**src/rtl/sf_camera_pixel_reader.sv**
```systemverilog
// Camera receive path: synchronises sensor pins to clk, pairs bytes into RGB565
// pixels and streams them through a small valid/ready FIFO with frame/line status.
module sf_camera_pixel_reader #(
  parameter int unsigned FIFO_DEPTH = 4,
  parameter int unsigned CNT_WIDTH  = 12
) (
  input  logic                 clk,
  input  logic                 rst,
  input  logic                 i_enable,
  input  logic                 i_clear,
  input  logic                 i_cam_pclk,
  input  logic                 i_cam_vsync,
  input  logic                 i_cam_href,
  input  logic [7:0]           i_cam_data,
  output logic [15:0]          o_pixel_data,
  output logic                 o_pixel_valid,
  input  logic                 i_pixel_ready,
  output logic                 o_frame_start,
  output logic                 o_frame_done,
  output logic [CNT_WIDTH-1:0] o_line_count,
  output logic [CNT_WIDTH-1:0] o_line_width,
  output logic                 o_overflow,
  output logic                 o_byte_error,
  output logic                 o_busy
);

  localparam int unsigned PW = (FIFO_DEPTH > 1) ? $clog2(FIFO_DEPTH) : 1;
  localparam int unsigned CW = PW + 1;

  localparam logic [1:0] ST_IDLE  = 2'd0;
  localparam logic [1:0] ST_ARM   = 2'd1;
  localparam logic [1:0] ST_FRAME = 2'd2;

  localparam logic [CNT_WIDTH-1:0] CNT_MAX = '1;

  // Two-flop synchronisers plus a third copy for edge detection
  logic       pclk_s1_q, pclk_s2_q, pclk_s3_q;
  logic       vsync_s1_q, vsync_s2_q, vsync_s3_q;
  logic       href_s1_q, href_s2_q, href_s3_q;
  logic [7:0] data_s1_q, data_s2_q;

  // Registered edge events
  logic       samp_q, href_q, href_rise_q, href_fall_q, vsync_rise_q;
  logic [7:0] byte_q;

  // Pairing / FSM state
  logic [1:0]           state_q, state_d;
  logic                 phase_q, phase_d;
  logic [7:0]           hi_q, hi_d;
  logic                 push_q, push_d;
  logic [15:0]          pix_q, pix_d;
  logic [CNT_WIDTH-1:0] px_cnt_q, px_cnt_d;
  logic [CNT_WIDTH-1:0] line_count_q, line_count_d;
  logic [CNT_WIDTH-1:0] line_width_q, line_width_d;
  logic                 started_q, started_d;
  logic                 frame_start_q, frame_start_d;
  logic                 frame_done_q, frame_done_d;
  logic                 byte_error_q, byte_error_d;
  logic                 overflow_q, overflow_d;
  logic                 busy_q, busy_d;

  // FIFO state
  logic [15:0]   mem_q [FIFO_DEPTH];
  logic [PW-1:0] wr_ptr_q, wr_ptr_d;
  logic [PW-1:0] rd_ptr_q, rd_ptr_d;
  logic [CW-1:0] count_q, count_d;
  logic          valid_q, valid_d;
  logic          fifo_full, do_push, do_pop, drop;

  always_ff @(posedge clk or negedge rst) begin
    if (!rst) begin
      pclk_s1_q    <= 1'b0;
      pclk_s2_q    <= 1'b0;
      pclk_s3_q    <= 1'b0;
      vsync_s1_q   <= 1'b0;
      vsync_s2_q   <= 1'b0;
      vsync_s3_q   <= 1'b0;
      href_s1_q    <= 1'b0;
      href_s2_q    <= 1'b0;
      href_s3_q    <= 1'b0;
      data_s1_q    <= 8'h00;
      data_s2_q    <= 8'h00;
      samp_q       <= 1'b0;
      href_q       <= 1'b0;
      href_rise_q  <= 1'b0;
      href_fall_q  <= 1'b0;
      vsync_rise_q <= 1'b0;
      byte_q       <= 8'h00;
    end else begin
      pclk_s1_q    <= i_cam_pclk;
      pclk_s2_q    <= pclk_s1_q;
      pclk_s3_q    <= pclk_s2_q;
      vsync_s1_q   <= i_cam_vsync;
      vsync_s2_q   <= vsync_s1_q;
      vsync_s3_q   <= vsync_s2_q;
      href_s1_q    <= i_cam_href;
      href_s2_q    <= href_s1_q;
      href_s3_q    <= href_s2_q;
      data_s1_q    <= i_cam_data;
      data_s2_q    <= data_s1_q;
      samp_q       <= pclk_s2_q & ~pclk_s3_q;
      href_q       <= href_s2_q;
      href_rise_q  <= href_s2_q & ~href_s3_q;
      href_fall_q  <= ~href_s2_q & href_s3_q;
      vsync_rise_q <= vsync_s2_q & ~vsync_s3_q;
      byte_q       <= data_s2_q;
    end
  end

  // Frame FSM, byte pairing and line bookkeeping
  always_comb begin
    state_d       = state_q;
    phase_d       = phase_q;
    hi_d          = hi_q;
    push_d        = 1'b0;
    pix_d         = pix_q;
    px_cnt_d      = px_cnt_q;
    line_count_d  = line_count_q;
    line_width_d  = line_width_q;
    started_d     = started_q;
    frame_start_d = 1'b0;
    frame_done_d  = 1'b0;
    byte_error_d  = i_clear ? 1'b0 : byte_error_q;
    case (state_q)
      ST_IDLE: begin
        if (i_enable) state_d = ST_ARM;
      end
      ST_ARM: begin
        if (!i_enable) begin
          state_d = ST_IDLE;
        end else if (vsync_rise_q) begin
          state_d      = ST_FRAME;
          phase_d      = 1'b0;
          px_cnt_d     = '0;
          line_count_d = '0;
          started_d    = 1'b0;
        end
      end
      ST_FRAME: begin
        if (vsync_rise_q) begin
          frame_done_d = 1'b1;
          state_d      = i_enable ? ST_ARM : ST_IDLE;
        end else begin
          if (href_rise_q && !started_q) begin
            frame_start_d = 1'b1;
            started_d     = 1'b1;
          end
          if (href_fall_q) begin
            line_width_d = px_cnt_q;
            px_cnt_d     = '0;
            if (px_cnt_q != '0 && line_count_q != CNT_MAX)
              line_count_d = line_count_q + CNT_WIDTH'(1);
            // A dangling first byte is discarded so the next line pairs cleanly
            if (phase_q) begin
              byte_error_d = 1'b1;
              phase_d      = 1'b0;
            end
          end else if (samp_q && href_q) begin
            if (!phase_q) begin
              hi_d    = byte_q;
              phase_d = 1'b1;
            end else begin
              push_d  = 1'b1;
              pix_d   = {hi_q, byte_q};
              phase_d = 1'b0;
              if (px_cnt_q != CNT_MAX) px_cnt_d = px_cnt_q + CNT_WIDTH'(1);
            end
          end
        end
      end
      default: state_d = ST_IDLE;
    endcase
    busy_d = (state_d == ST_FRAME);
  end

  // FIFO control; fullness is judged before any same-cycle pop
  always_comb begin
    fifo_full = (count_q == CW'(FIFO_DEPTH));
    do_push   = push_q & ~fifo_full;
    drop      = push_q & fifo_full;
    do_pop    = valid_q & i_pixel_ready;
    wr_ptr_d  = do_push ? wr_ptr_q + PW'(1) : wr_ptr_q;
    rd_ptr_d  = do_pop ? rd_ptr_q + PW'(1) : rd_ptr_q;
    count_d   = count_q;
    if (do_push && !do_pop) count_d = count_q + CW'(1);
    if (!do_push && do_pop) count_d = count_q - CW'(1);
    valid_d    = (count_d != '0);
    overflow_d = i_clear ? 1'b0 : overflow_q;
    if (drop) overflow_d = 1'b1;
  end

  always_ff @(posedge clk or negedge rst) begin
    if (!rst) begin
      state_q       <= ST_IDLE;
      phase_q       <= 1'b0;
      hi_q          <= 8'h00;
      push_q        <= 1'b0;
      pix_q         <= 16'h0000;
      px_cnt_q      <= '0;
      line_count_q  <= '0;
      line_width_q  <= '0;
      started_q     <= 1'b0;
      frame_start_q <= 1'b0;
      frame_done_q  <= 1'b0;
      byte_error_q  <= 1'b0;
      overflow_q    <= 1'b0;
      busy_q        <= 1'b0;
      wr_ptr_q      <= '0;
      rd_ptr_q      <= '0;
      count_q       <= '0;
      valid_q       <= 1'b0;
    end else begin
      state_q       <= state_d;
      phase_q       <= phase_d;
      hi_q          <= hi_d;
      push_q        <= push_d;
      pix_q         <= pix_d;
      px_cnt_q      <= px_cnt_d;
      line_count_q  <= line_count_d;
      line_width_q  <= line_width_d;
      started_q     <= started_d;
      frame_start_q <= frame_start_d;
      frame_done_q  <= frame_done_d;
      byte_error_q  <= byte_error_d;
      overflow_q    <= overflow_d;
      busy_q        <= busy_d;
      wr_ptr_q      <= wr_ptr_d;
      rd_ptr_q      <= rd_ptr_d;
      count_q       <= count_d;
      valid_q       <= valid_d;
    end
  end

  always_ff @(posedge clk or negedge rst) begin
    if (!rst) begin
      for (int i = 0; i < int'(FIFO_DEPTH); i++) mem_q[i] <= 16'h0000;
    end else if (do_push) begin
      mem_q[wr_ptr_q] <= pix_q;
    end
  end

  assign o_pixel_data  = mem_q[rd_ptr_q];
  assign o_pixel_valid = valid_q;
  assign o_frame_start = frame_start_q;
  assign o_frame_done  = frame_done_q;
  assign o_line_count  = line_count_q;
  assign o_line_width  = line_width_q;
  assign o_overflow    = overflow_q;
  assign o_byte_error  = byte_error_q;
  assign o_busy        = busy_q;

endmodule

```
**config.mk**
```make
export PLATFORM = sky130hd
export DESIGN_NAME = sf_camera_pixel_reader
export DESIGN_NICKNAME = d
export VERILOG_FILES = /design/src/rtl/sf_camera_pixel_reader.sv
export SDC_FILE = /design/constraint.sdc
export NUM_CORES = 1
export LEC_CHECK = 0
export ABC_AREA = 1
export BUFFER_PORTS_ARGS = -buffer_cell sky130_fd_sc_hd__buf_2
export CAP_MARGIN = 30
export CORE_MARGIN = 2
export CORE_UTILIZATION = 45
export DETAILED_ROUTE_END_ITERATION = 8
export GPL_TIMING_DRIVEN = 1
export SYNTH_ARGS = -nofsm -noshare
export SYNTH_HDL_FRONTEND = slang
export SYNTH_SLANG_ARGS = --single-unit
```
**constraint.sdc**
```tcl
create_clock -name clk -period 4.5 [get_ports clk]
set_input_delay 0.45 -clock clk [delete_from_list [all_inputs] [get_ports clk]]
set_output_delay 0.45 -clock clk [all_outputs]
set_load 0.02 [all_outputs]
```
## Word level (Yosys, flattened, before mapping)

Index checks and enable logic that the tools add are counted.
Widths: inputs -> output; s select.

| operators by class | value |
|---|---|
| order comparisons | 3 |
| mux-type cells | 53 |
| div/mod/pow operators | 0 |
| shifts and indexed selects | 0 |
| reduce and logical (&&, ||, !) cells | 21 |
| add/subtract/negate cells | 6 |
| multiply operators | 0 |
| bitwise gates (word level) | 17 |
| equality and inequality tests | 15 |

Operators by type and width:

| kind | count |
|---|---|
| $mux 12 | 10 |
| $bwmux 64 | 1 |
| $mux 16 | 3 |
| $pmux 12 s2 | 2 |
| $bmux 16 s2 | 1 |
| $demux 16 s2 | 1 |
| $mux 1 | 26 |
| $add 12x1->12 const B | 2 |
| $ne 12x12->1 const B | 2 |
| $reduce_and 5->1 | 4 |
| $ne 2x2->1 const B | 6 |
| $reduce_bool 12->1 | 1 |
| $ne 3x3->1 const B | 3 |
| $mux 2 | 4 |
| $not 1->1 | 8 |
| $and 1x1->1 | 7 |
| $reduce_and 7->1 | 1 |
| $ge 3x3->1 const B | 2 |
| $logic_and 1x1->1 | 6 |
| $mux 3 | 2 |
| $not 2->3 | 2 |
| $pmux 2 s3 | 1 |
| $reduce_and 6->1 | 1 |
| $add 2x1->2 const B | 2 |
| other kinds (12) | 17 |

| word-level totals | value |
|---|---|
| memory bits (read-only) | 0 |
| bits in latches | 0 |
| bits of input ports | 16 |
| bits in registers | 179 |
| output and inout port bits | 46 |
| memory bits (writable) | 0 |
| memories kept | 0 |

## Logic depth before layout (Yosys ltp)

| depth | value |
|---|---|
| depth after elaboration | 7 |
| gate-level depth with buffers | 12 |
| gate-level depth less buffers | 12 |

## Least setup slack after synthesis

OpenSTA, ideal clock, no wires.

| timing path | value |
|---|---|
| path type | reg2out |
| start | register rd_ptr_q[0] |
| end | output port o_pixel_data[10] |
| data arrival time | 1.249 ns |
| buffers on the path | 1 |
| stages on the path, launching flop included | 5 |
| setup slack | 2.801 ns |
| cells stage by stage | dfrtp_1 > inv_1 > buf_1 > nor2_1 > o22ai_1 |

| between the ends | value |
|---|---|
| word-level cells in the longest chain between the ends | 4 |

RTL lines:

| element | line | RTL |
|---|---|---|
| start, declared | 65 | `logic [PW-1:0] rd_ptr_q, rd_ptr_d;` |
| start signal, assigned | 228 | `rd_ptr_q <= rd_ptr_d;` |
| $not 2->3 (implied by the code) | 242 | `assign o_pixel_data = mem_q[rd_ptr_q];` |
| $bmux 16 s2 | 242 |  |
| $mux 16 (implied by the code) (2 in series) | 242 |  |
| end, declared | 15 | `output logic [15:0] o_pixel_data,` |

Every way passes these cells. The select of a mux whose other input is x is not followed.

## Final worst setup path

| timing path | value |
|---|---|
| start | register rd_ptr_q[1] |
| end | output port o_pixel_data[2] |

Same word-level chain as after synthesis.

==> flow_summary.ini <==
[clock_tree]
clockBufferDepth = 2
insertion_delay_ns = 0.42
root_buffer = clkbuf_16
cts.sinks = 179
cts_resized = 0
clk_pin_slew_ns = 0.06
numCtsBuffers = 17
cts_tree = built
htreeDepth = 4

[power_and_ir_drop]
power_density_nw_per_um2 = 471
intPower_uw = 2890
ir_worst_vdd_uv = 306
leakagePower_uw = 0.00418
seqPwrFrac = 0.426
p_sw_frac = 0.296
finalPower_uw = 4100
netSwitchingPower_uw = 1210
pwr-share-comb = 0.189
pwr-share-clk = 0.385

[global_route]
grt_usage = 0.188
antenna_found_initial = 0
overflow = 0
first_global_vias = 5206
grt_pass1_wl_um = 26700
grt_start_max_net_pins = 94

[synth]
synth_cells = 836
synth_ff_type = dfrtp_1
synth_area_leader_cell = dfrtp_1
synth_area_per_cell_sq_um = 9.03
yosys_warnings = 0
synth_cell_types = 35
synth_top_cells_by_count = nand2_1 (220), dfrtp_1 (179), o21ai_0 (129)
synthTopCellsByArea = dfrtp_1 (59%), nand2_1 (11%), o21ai_0 (8.6%), nor2_1 (4.0%), inv_1 (3.5%)
syn-num-nets = 862
synth_top_cell_area_share = 0.594
synth_edf_count = 0
yosysMostFrequentCell = nand2_1
yosysSeqAreaShare = 0.594
synthArstFlopShare = 1.00
ys_ff_latch = 179
synth_area_sq_um = 7550

[floorplanning]
start_util = 0.458
die-area_sq_um = 17800
die_y_um = 133
die_w_um = 133
io_pins = 62
core.rowCount = 47
coreArea_sq_um = 16500

[placement]
numPortBuffers = 61
place_ws_ns = 2.34
dp.cells = 1092
hpwl_um = 10400
gp_congestion = 0.826

[timing]
setup_viol = 0
finalHoldViolCount = 0
period_share = 0.579
max-slew-margin-rel = 0.320
fmax_mhz = 384
setup_slack_ns = 1.90
rsz0062_at_grt = false
finClkSkew_ns = 0.00733
period_needed_ns = 2.60
finalMaxSlewViolations = 0
worst_pin_slew_ns = 1.02
tns_ns = 0

[cells_and_area]
insertedDiodeCount = 0
finalNonFillerCells = 1125
fillCellCount = 1586
final_nets = 918
drive_gt1_frac = 0.139
area_growth_pct = 15.4

[critical_path]
path_delay_family = buffers and inverters
max_stage_delay_ns = 0.60
crit_chain = inv_1 > o21ai_0 > o22ai_1 > buf_2
worst_setup_path_start_kind = flip-flop
crit_path_max_fanout = 18
cp.buffers_inverters = 2
crit_required_ns = 4.05
arrival_ns = 2.15
cp-end-kind = output pin
path_class = reg -> out
cp_slowest_cell = dfrtp_1

[route]
ant_nets = 0
wl_per_cell_um = 13.9
drt_first_pass_iters = 5
via_per_inst = 4.90
drtIter0Drc = 423
drcViolationCount = 0
wirelength_um = 15700
dr_total_vias = 5517

[worst_hold_path]
hp-class = in -> reg

[job]
maxCapViolations = 0

[outcome]
status = finished, final reports clean
[cells by family after synthesis]
family / after synthesis / synth area share
XOR/XNOR: 3 / 0.00348
AO/OA/AOI/OAI: 178 / 0.125
buffers and inverters: 106 / 0.0572
flip-flops: 179 / 0.594
AND/OR/NAND/NOR: 360 / 0.204
adder cells (fa/ha/maj): 10 / 0.0166
[registers in the layout (all words and copies together) (netlist names), 2 cells and up]
name          flops
state_q           2
hi_q              8
byte_q            8
o_line_count     12
data_s1_q         8
wr_ptr_q          2
px_cnt_q         12
data_s2_q         8
count_q           3
rd_ptr_q          2
pix_q            16
o_line_width     12
mem_q            64
[what timing repair did]
action	in CTS	in global routing
buffers inserted	0	0
setup endpoints to repair	0	0
hold endpoints to repair	14	0
hold buffers	1	0
[through the flow]
| step | instance area, sq um | hold slack, ns | utilization |
|---|---|---|---|
| final | 8710 | 0.130 | 0.529 |
| after global routing | 8710 | 0.107 | 0.529 |
| after detailed placement | 8070 | 0.293 | 0.490 |
| after global placement | 8010 | 0.333 | 0.486 |
| after floorplan | 7550 | 0.154 | - |
| after CTS | 8710 | 0.111 | 0.529 |
[worst register-to-register path, stage by stage (launching register included)]
cell and delay (ns):
dfrtp_1 0.37, inv_1 0.06, nand2_2 0.23, inv_4 0.30
nand3_4 0.28, nand2_1 0.40, nand2_2 0.25, nand2_1 0.13
nand2_1 0.06
[per-layer routing]
metal  wire (um)  vias up  global-route usage  share of wire
met5           0        -                   0              0
met4         168        0              0.0532          0.011
met1        7920     2581               0.288           0.51
li1            -     2814                   -              -
met2        6970      110               0.273           0.44
met3         615       12              0.0377          0.039
[final timing paths]
check | from | endpoint | slack [ns] | cells after the start
max in group asynchronous | rst | o_line_count[5]$_DFFE_PN0P_ | 3.39 | 3
min | i_cam_data[5] | data_s1_q[5]$_DFF_PN0_ | 0.13 | 1
min in group asynchronous | rst | data_s2_q[7]$_DFF_PN0_ | 0.42 | 2
max reg2reg | state_q[0]$_DFF_PN0_ | o_line_count[2]$_DFFE_PN0P_ | 2.32 | 8
max | rd_ptr_q[1]$_DFFE_PN0P_ | o_pixel_data[2] | 1.90 | 4
min reg2reg | data_s1_q[3]$_DFF_PN0_ | data_s2_q[3]$_DFF_PN0_ | 0.35 | 0
[cell usage in the layout, fill, tap and decap left out, types with 3 or more instances in the layout]
cell type  count
nor2_1        80
xor2_1         3
bufinv_16      4
buf_2         60
clkbuf_16     17
a21oi_1        5
nand4_1        8
nand2_2        4
buf_4          3
o21ai_0      129
o22ai_1       17
nand2_1      220
nand3_2        6
o21ai_1       18
inv_1         70
nand3_1       25
o21ai_2        4
inv_2          4
ha_1          10
nor3_1         5
dfrtp_1      179
[area by class of cell]
cell class | count | area (sq um) | area share
Inverter | 75 | 284 | 0.0326
Sequential cell | 179 | 4480 | 0.514
Tap cell | 220 | 275 | 0.0316
Clock inverter | 11 | 175 | 0.0201
Clock buffer | 21 | 460 | 0.0529
Timing Repair Buffer | 68 | 402 | 0.0461
Multi-Input combinational cell | 551 | 2640 | 0.302
[power groups by stage]
stage                     Sequential, uW  Clock, uW  Combinational (uW)
after floorplan                     1760          0                 523
after global placement              1780          0                 771
after detailed placement            1780          0                 778
after CTS                           1750       1620                 786
after global routing                1760       1690                 867
final                               1750       1580                 775
(Power assumes the default switching activity.)
